`src/rtl/mem_access_pkg.sv`:
```
// Shared encodings for the MEM-stage load/store unit: RV32I funct3 widths and FSM states.
package mem_access_pkg;

  localparam logic [2:0] F3_B  = 3'b000;
  localparam logic [2:0] F3_H  = 3'b001;
  localparam logic [2:0] F3_W  = 3'b010;
  localparam logic [2:0] F3_BU = 3'b100;
  localparam logic [2:0] F3_HU = 3'b101;

  typedef enum logic [0:0] {
    IDLE   = 1'b0,
    RMW_WR = 1'b1
  } state_t;

endpackage

```
`src/rtl/lsu_byte_lane.sv`:
```
// Combinational byte-lane steering: load select/extend and sub-word store merge into a full word.
module lsu_byte_lane
  import mem_access_pkg::*;
(
  input  logic [2:0]  funct3,
  input  logic [1:0]  lane,
  input  logic [31:0] rdata,
  input  logic [31:0] wdata,
  output logic [31:0] load_ext,
  output logic [31:0] store_word
);

  logic signed [7:0]  byte_sel;
  logic signed [15:0] half_sel;

  assign byte_sel = rdata[{lane, 3'b000} +: 8];
  assign half_sel = lane[1] ? rdata[31:16] : rdata[15:0];

  always_comb begin
    load_ext = rdata;
    case (funct3)
      F3_B:    load_ext = {{24{byte_sel[7]}}, byte_sel};
      F3_BU:   load_ext = {24'h0, byte_sel};
      F3_H:    load_ext = {{16{half_sel[15]}}, half_sel};
      F3_HU:   load_ext = {16'h0, half_sel};
      default: load_ext = rdata;
    endcase
  end

  // Sub-word stores overwrite only the addressed lane of the old word
  always_comb begin
    store_word = rdata;
    case (funct3)
      F3_B:    store_word[{lane, 3'b000} +: 8] = wdata[7:0];
      F3_H: begin
        if (lane[1]) store_word[31:16] = wdata[15:0];
        else         store_word[15:0]  = wdata[15:0];
      end
      default: store_word = wdata;
    endcase
  end

endmodule

```
`src/rtl/mem_access_unit.sv`:
```
// RV32I MEM-stage load/store unit in front of a word-wide dm; sub-word stores use a
// two-cycle read-modify-write that stalls the pipeline for one cycle.
module mem_access_unit
  import mem_access_pkg::*;
#(
  parameter int DM_AW    = 7,
  parameter bit FAULT_EN = 1'b1
) (
  input  logic        clk,
  input  logic        rstn,
  input  logic        req_valid,
  input  logic        req_we,
  input  logic [2:0]  req_funct3,
  input  logic [31:0] req_addr,
  input  logic [31:0] req_wdata,
  input  logic [31:0] req_pc,
  output logic        stall,
  output logic        dm_DMWr,
  output logic [31:0] dm_addr,
  output logic [31:0] dm_din,
  input  logic [31:0] dm_dout,
  output logic [31:0] dm_pc,
  output logic        load_valid,
  output logic [31:0] load_data,
  output logic        fault
);

  state_t      state, state_nx;
  logic [31:0] addr_p1, wdata_p1, pc_p1, old_p1;
  logic [2:0]  f3_p1;

  logic        f3_legal, misaligned, out_of_range, chk_fault;
  logic        is_sub, accept, ld_acc, sub_acc, wr_raw;
  logic [31:0] hi_bits;
  logic [2:0]  sel_f3;
  logic [1:0]  sel_lane;
  logic [31:0] sel_rdata, sel_wdata, load_ext, merged;

  always_comb begin
    f3_legal = 1'b0;
    case (req_funct3)
      F3_B, F3_H, F3_W, F3_BU, F3_HU: f3_legal = 1'b1;
      default:                        f3_legal = 1'b0;
    endcase
  end

  assign misaligned   = ((req_funct3 == F3_H || req_funct3 == F3_HU) && req_addr[0]) ||
                        ((req_funct3 == F3_W) && (req_addr[1:0] != 2'b00));
  assign hi_bits      = req_addr >> (DM_AW + 2);
  assign out_of_range = |hi_bits;
  assign chk_fault    = FAULT_EN && (!f3_legal || misaligned || out_of_range);

  assign is_sub  = (req_funct3 == F3_B) || (req_funct3 == F3_H);
  assign accept  = (state == IDLE) && req_valid && !chk_fault;
  assign ld_acc  = accept && !req_we;
  assign sub_acc = accept && req_we && is_sub;

  // During RMW_WR the lane logic works on the latched request and old word
  assign sel_f3    = (state == RMW_WR) ? f3_p1         : req_funct3;
  assign sel_lane  = (state == RMW_WR) ? addr_p1[1:0]  : req_addr[1:0];
  assign sel_rdata = (state == RMW_WR) ? old_p1        : dm_dout;
  assign sel_wdata = (state == RMW_WR) ? wdata_p1      : req_wdata;

  lsu_byte_lane u_lane (
    .funct3     (sel_f3),
    .lane       (sel_lane),
    .rdata      (sel_rdata),
    .wdata      (sel_wdata),
    .load_ext   (load_ext),
    .store_word (merged)
  );

  always_ff @(posedge clk or negedge rstn) begin
    if (!rstn) state <= IDLE;
    else       state <= state_nx;
  end

  always_comb begin
    state_nx = state;
    stall    = 1'b0;
    wr_raw   = 1'b0;
    dm_addr  = {req_addr[31:2], 2'b00};
    dm_din   = req_wdata;
    dm_pc    = req_pc;
    case (state)
      IDLE: begin
        if (sub_acc) begin
          stall    = 1'b1;
          state_nx = RMW_WR;
        end else if (accept && req_we) begin
          wr_raw = 1'b1;
        end
      end
      RMW_WR: begin
        wr_raw   = 1'b1;
        dm_addr  = {addr_p1[31:2], 2'b00};
        dm_din   = merged;
        dm_pc    = pc_p1;
        state_nx = IDLE;
      end
      default: state_nx = IDLE;
    endcase
  end

  // dm writes on negedge, so reset must block the enable within the same cycle
  assign dm_DMWr = wr_raw & rstn;

  // ---- p1: registered load result, fault pulse and RMW request latch ----
  always_ff @(posedge clk or negedge rstn) begin
    if (!rstn) begin
      load_valid <= 1'b0;
      load_data  <= 32'h0;
      fault      <= 1'b0;
      addr_p1    <= 32'h0;
      wdata_p1   <= 32'h0;
      pc_p1      <= 32'h0;
      old_p1     <= 32'h0;
      f3_p1      <= 3'b000;
    end else begin
      load_valid <= ld_acc;
      fault      <= (state == IDLE) && req_valid && chk_fault;
      if (ld_acc) load_data <= load_ext;
      if (sub_acc) begin
        addr_p1  <= req_addr;
        wdata_p1 <= req_wdata;
        pc_p1    <= req_pc;
        old_p1   <= dm_dout;
        f3_p1    <= req_funct3;
      end
    end
  end

endmodule

```
`config.mk`:
```
export PLATFORM = sky130hd
export DESIGN_NAME = mem_access_unit
export DESIGN_NICKNAME = d
export VERILOG_FILES = /design/src/rtl/mem_access_pkg.sv /design/src/rtl/lsu_byte_lane.sv /design/src/rtl/mem_access_unit.sv
export SDC_FILE = /design/constraint.sdc
export NUM_CORES = 1
export LEC_CHECK = 0
export BUFFER_PORTS_ARGS = -buffer_cell sky130_fd_sc_hd__buf_2
export CELL_PAD_IN_SITES_DETAIL_PLACEMENT = 0
export CELL_PAD_IN_SITES_GLOBAL_PLACEMENT = 2
export CORE_MARGIN = 3
export CORE_UTILIZATION = 33
export CTS_CLUSTER_DIAMETER = 150
export DETAILED_ROUTE_END_ITERATION = 10
export PLACE_DENSITY = 0.76
export SKIP_LAST_GASP = 1
export SLEW_MARGIN = 25
export SYNTH_ARGS = -nofsm -noshare
export SYNTH_HDL_FRONTEND = slang
export SYNTH_SLANG_ARGS = --single-unit
```
`constraint.sdc`:
```
create_clock -name clk -period 3.2 [get_ports clk]
set_clock_uncertainty 0.15 [all_clocks]
set_input_delay 0.32 -clock clk [delete_from_list [all_inputs] [get_ports clk]]
set_output_delay 0.32 -clock clk [all_outputs]
set_load 0.01 [all_outputs]
```
* Yosys cells after proc, flatten, opt, wreduce, memory -nomap -nowiden *
Index checks and enable logic that the tools add are counted.

cells by class
  add/sub/neg operators = 1
  equal/unequal tests = 7
  shift-type cells = 3
  muxes and demuxes = 20
  bitwise logic cells = 2
  reduce and logical (&&, ||, !) cells = 21

operators by type and width
  cell                                                                    count
  32-bit 2-to-1 mux                                                       5
  32-bit one-hot mux with 4 select lines                                  1
  32-bit one-hot mux with 2 select lines                                  1
  16-bit 2-to-1 mux                                                       3
  32-bit bitwise mux                                                      1
  8-bit by 7-bit variable shift with 32-bit output, first input constant  1
  32-bit by 6-bit variable part select with 8-bit output                  1
  8-bit by 7-bit variable part select with 32-bit output                  1
  23-bit OR reduction                                                     1
  3-bit equality test, second input constant                              4
  1-bit logical AND                                                       8
  5-bit negator with 7-bit output                                         1
  3-bit by 1-bit equality test with 1-bit output, second input constant   2
  3-bit logical NOT                                                       2
  1-bit logical OR                                                        5
  1-bit 2-to-1 mux                                                        5
  5-bit OR reduction                                                      1
  1-bit one-hot mux with 2 select lines                                   2
  3-bit by 2-bit equality test with 1-bit output, second input constant   1
  1-bit logical NOT                                                       3
  3-bit 2-to-1 mux                                                        1
  2-bit 2-to-1 mux                                                        1
  2-bit nonzero test                                                      1
  1-bit AND                                                               1
  1-bit NOT                                                               1

storage, ports and cells
  register bits = 166
  bits of input ports = 135
  output and inout port bits = 132
  logic and storage cells = 63

* Longest topological paths before layout *
  depth in word-level cells = 13
  depth in mapped cells = 9

* Cells and area by module *
A second synthesis with hierarchy kept.

second synthesis, totals
  cells, all modules = 900
  area total of the unflattened synthesis = 9670.5 sq um

by module, submodules not included
  module           times used  cells an instance  area each (sq um)
  mem_access_unit  1           650                8007.7
  lsu_byte_lane    1           250                1662.8

* Worst setup path before layout *
No wires, ideal clock.

  path kind = reg-to-output
  start = reg state
  end = out dm_din[15]
  arrival = 2.198 ns
  data required time = 2.730 ns
  setup slack = 0.532 ns
  cell stages (with the launch flop) = 10
  path buffers = 3
  cells stage by stage = dfrtp_1 buf_6 mux2i_4 buf_2 ha_1 buf_1 nand3_1 o22ai_1 a222oi_1 a21oi_1

between the ends
  longest elaborated chain between the ends = 6
  elaborated cells between the ends (all ways) = 13

RTL lines
  element                                                                                                                            line                   RTL
  start: declaration                                                                                                                 mem_access_unit.sv:28  state_t state, state_nx;
  start signal: assignment                                                                                                           mem_access_unit.sv:75  else state <= state_nx;
  2-bit 2-to-1 mux                                                                                                                   mem_access_unit.sv:60  assign sel_lane = (state == RMW_WR) ? addr_p1[1:0] : req_addr[1:0];
  5-bit negator with 7-bit output                                                                                                    lsu_byte_lane.sv:34    F3_B: store_word[{lane, 3'b000} +: 8] = wdata[7:0];
  8-bit by 7-bit variable part select with 32-bit output / 8-bit by 7-bit variable shift with 32-bit output (equally long branches)  lsu_byte_lane.sv:34
  32-bit bitwise mux                                                                                                                 lsu_byte_lane.sv:34
  32-bit one-hot mux with 2 select lines                                                                                             lsu_byte_lane.sv:33    case (funct3)
  32-bit 2-to-1 mux (*)                                                                                                              mem_access_unit.sv:85  case (state)
  end: declaration                                                                                                                   mem_access_unit.sv:20  output logic [31:0] dm_din,

Mark *: on every way between the ends. The rest lies on a longest branch, timed or not.

* Worst setup path after layout *
  start = reg state
  end = out dm_din[14]

Same word-level chain as after synthesis.

==> impl_results.md <==
* Crit path DAT at 2.74 ns
* Via count of the first global-routing pass at 8610
* GRT Resource Usage Total at 0.211
* Placed cell areas at between 10000 and 15000 µm²
* # IOs at about 270
* Cts bufs inserted at 17
* Antenna violations before repair at 0
* Max Cap Viol at 0
* Htree depth at 4
* # nets final at 1335
* GP Congestion at 0.844
* Most used cell, CP: buf_6
* Largest net degree at the start of global routing at 141
* Critical path type: reg2out
* Clk buf depth at 2
* Yosys cell types at 57
* Design Area, Final at 13100 µm²
* Max FO, Critical Path at 7
* Syn avg cell area at 11.4 µm²
* CTS tree: yes
* Main area contributors after synthesis: dfrtp_1, mux2_2, mux2i_1
* Die H at 175 µm
* WL per Instance at 20.8 µm
* Seq cells post-synth at 166
* Crit start category: flip-flop
* Total wire length at 32900 µm
* Total Power at a little under 5 mW
* Status: finished, violations left
* Core ar. at 27900 µm²
* Min cycle time layout at 3.21 ns
* Crit share post-route at 1.00
* Final Hold Viols at 0
* Share of layout cells above drive strength 1 at 0.493
* Pre-antenna DRT Iters at 6
* Worst-Skew Late Latency at 0.43 ns
* Number of port buffers at 264
* Failing checks: negative setup slack
* GR Overflow Total at 0
* Post-Synthesis Cell Area at 9390 µm²
* Critical path cell sequence: mux2i_4 > buf_6 > buf_6 > ha_2 > nand3_1 > buf_4 > o22ai_2 > a222oi_1 > a21oi_1 > buf_2
* Most frequent cells in the layout: buf_2, mux2_2, dfrtp_1
* Crit-path slowest cell: dfrtp_4
* RSZ-0062 raised after global routing: yes
* Dominant cell type by area after synthesis: dfrtp_1
* Ant diodes at 0
* Via count at 8167
* Seq/Total Area, Yosys at 0.442
* Die X at about 170 µm
* Final setup fails at 1
* Vias per inst at 5.15
* First-pass GRT wire length at 50300 µm
* Row cnt at 61
* Slew margin rel. at 0.452
* Setup TNS at -0.0113 ns
* Worst VDD drop at 0.000267 V
* CP bufs+invs at 4
* Synth-to-Final Area Change at 40.0%
* Max Clock Freq at just over 300 MHz
* Slew Limit Fails at 0
* Commonest non-fill, non-tap cell in the layout: buf_2
* Fillers at 2696
* P_leak at approximately 6.4 nW
* Ys Warns at 0
* Syn Inst Count at 827
* CTS root buffer: clkbuf_16
* Prevailing post-synth register cell: dfrtp_1
* Critical Path End Type: primary output
* 1st-iter DRT viols at 494
* CP delay by family, top: buffers and inverters
* Hold WS at 0.0147 ns
* Crit path setup slack, layout at -0.0113 ns
* Initial core utilization at 0.336
* DRC violations left at 0
* Clock sinks at 166
* Dpl hpwl at 22700 µm
* Hold crit path type: in2reg
* Pwr Density at between 300 and 400 nW/µm²
* Worst Tran Pin Value at 0.821 ns
* Post-synth EDFFs at 0
* Clk slew on worst S/H paths at 0.08 ns
* WP data required at 2.73 ns
* Area of the die at 30500 µm²
* Yosys top cell area share at 0.442
* ANT nets after route at 0
* Max incr delay on CP at 0.52 ns
* Asr flop ratio synth at 1.00
* Util after Layout at 0.471
[state kept, by name, indices dropped and copies added (netlist names), 3 cells and up]
| name | count |
|---|---|
| f3_p1 | 3 |
| pc_p1 | 32 |
| old_p1 | 32 |
| load_data | 32 |
| wdata_p1 | 32 |
| addr_p1 | 32 |
[stage by stage]
step                      worst slack [ns]  cells
after global routing               -0.0942   1586
final                              -0.0113   1586
after global placement               0.205   1450
after detailed placement             0.160   1450
after CTS                          -0.0188   1582
after floorplan                      0.532    828
[what timing repair did]
action | 4_1_cts | 5_1_grt
endpoints found under the hold margin | 114 | 0
setup buffers | 9 | 2
endpoints found under the setup margin | 32 | 32
cloned | 2 | 2
pin swaps | 12 | 25
hold buffers | 89 | 0
resized for setup | 17 | 42
[report_power, final]
part	switching (mW)	internal (mW)	leakage (nW)
Clock	0.989	1.03	0.271
Sequential	0.000155	2.10	2.31
Combinational	0.385	0.331	3.78
Total	1.37	3.46	6.36
[worst paths after layout]
kind,startpoint,to,slack (ns),cells after the start
worst max register to register,state,load_data[3],0.38,7
worst min-delay path,req_pc[19],pc_p1[19],0.01,2
worst min register to register,load_data[15],load_data[15],0.32,1
max in group asynchronous,rstn,state,1.53,3
worst max-delay path,state,dm_din[14],-0.01,10
min in group asynchronous,rstn,pc_p1[27],0.17,2
[logic make-up after synthesis]
logic type               synth area share
buffers and inverters              0.0541
adder cells (fa/ha/maj)           0.00666
flip-flops                          0.442
AO/OA/AOI/OAI                       0.138
AND/OR/NAND/NOR                    0.0918
other                            0.000399
multiplexers                        0.267
[metal layers]
layer	up-vias	track usage	routed length, µm
met4	0	0.0489	460
met3	30	0.0611	2740
met1	4009	0.272	14000
met5	-	0	0
met2	309	0.352	15700
li1	3819	-	-
[final cells by class]
cell class / instances / area (µm²) / share of cell area
repair buffers: 413 / 2890 / 0.220
well taps: 378 / 473 / 0.0360
multi-input cells: 578 / 4980 / 0.379
flip-flops and latches: 166 / 4160 / 0.316
clock buffers: 18 / 429 / 0.0327
clock inverters: 14 / 136 / 0.0104
inverters: 19 / 76.3 / 0.00581
[cell usage after synthesis, drive strengths merged (2+ instances only)]
master	count
nand3b	4
nand3	5
clkbuf	12
a31oi	23
nor2	76
o22ai	39
inv	19
nand2	34
a222oi	25
nand2b	3
a21o	15
and4	2
a22oi	7
ha	5
buf	53
nor4	5
or4b	2
nor3	7
o21ai	3
dfrtp	166
a221oi	15
mux2	178
mux2i	47
nor2b	27
a21oi	38
Power figures use the tool's default switching activity.
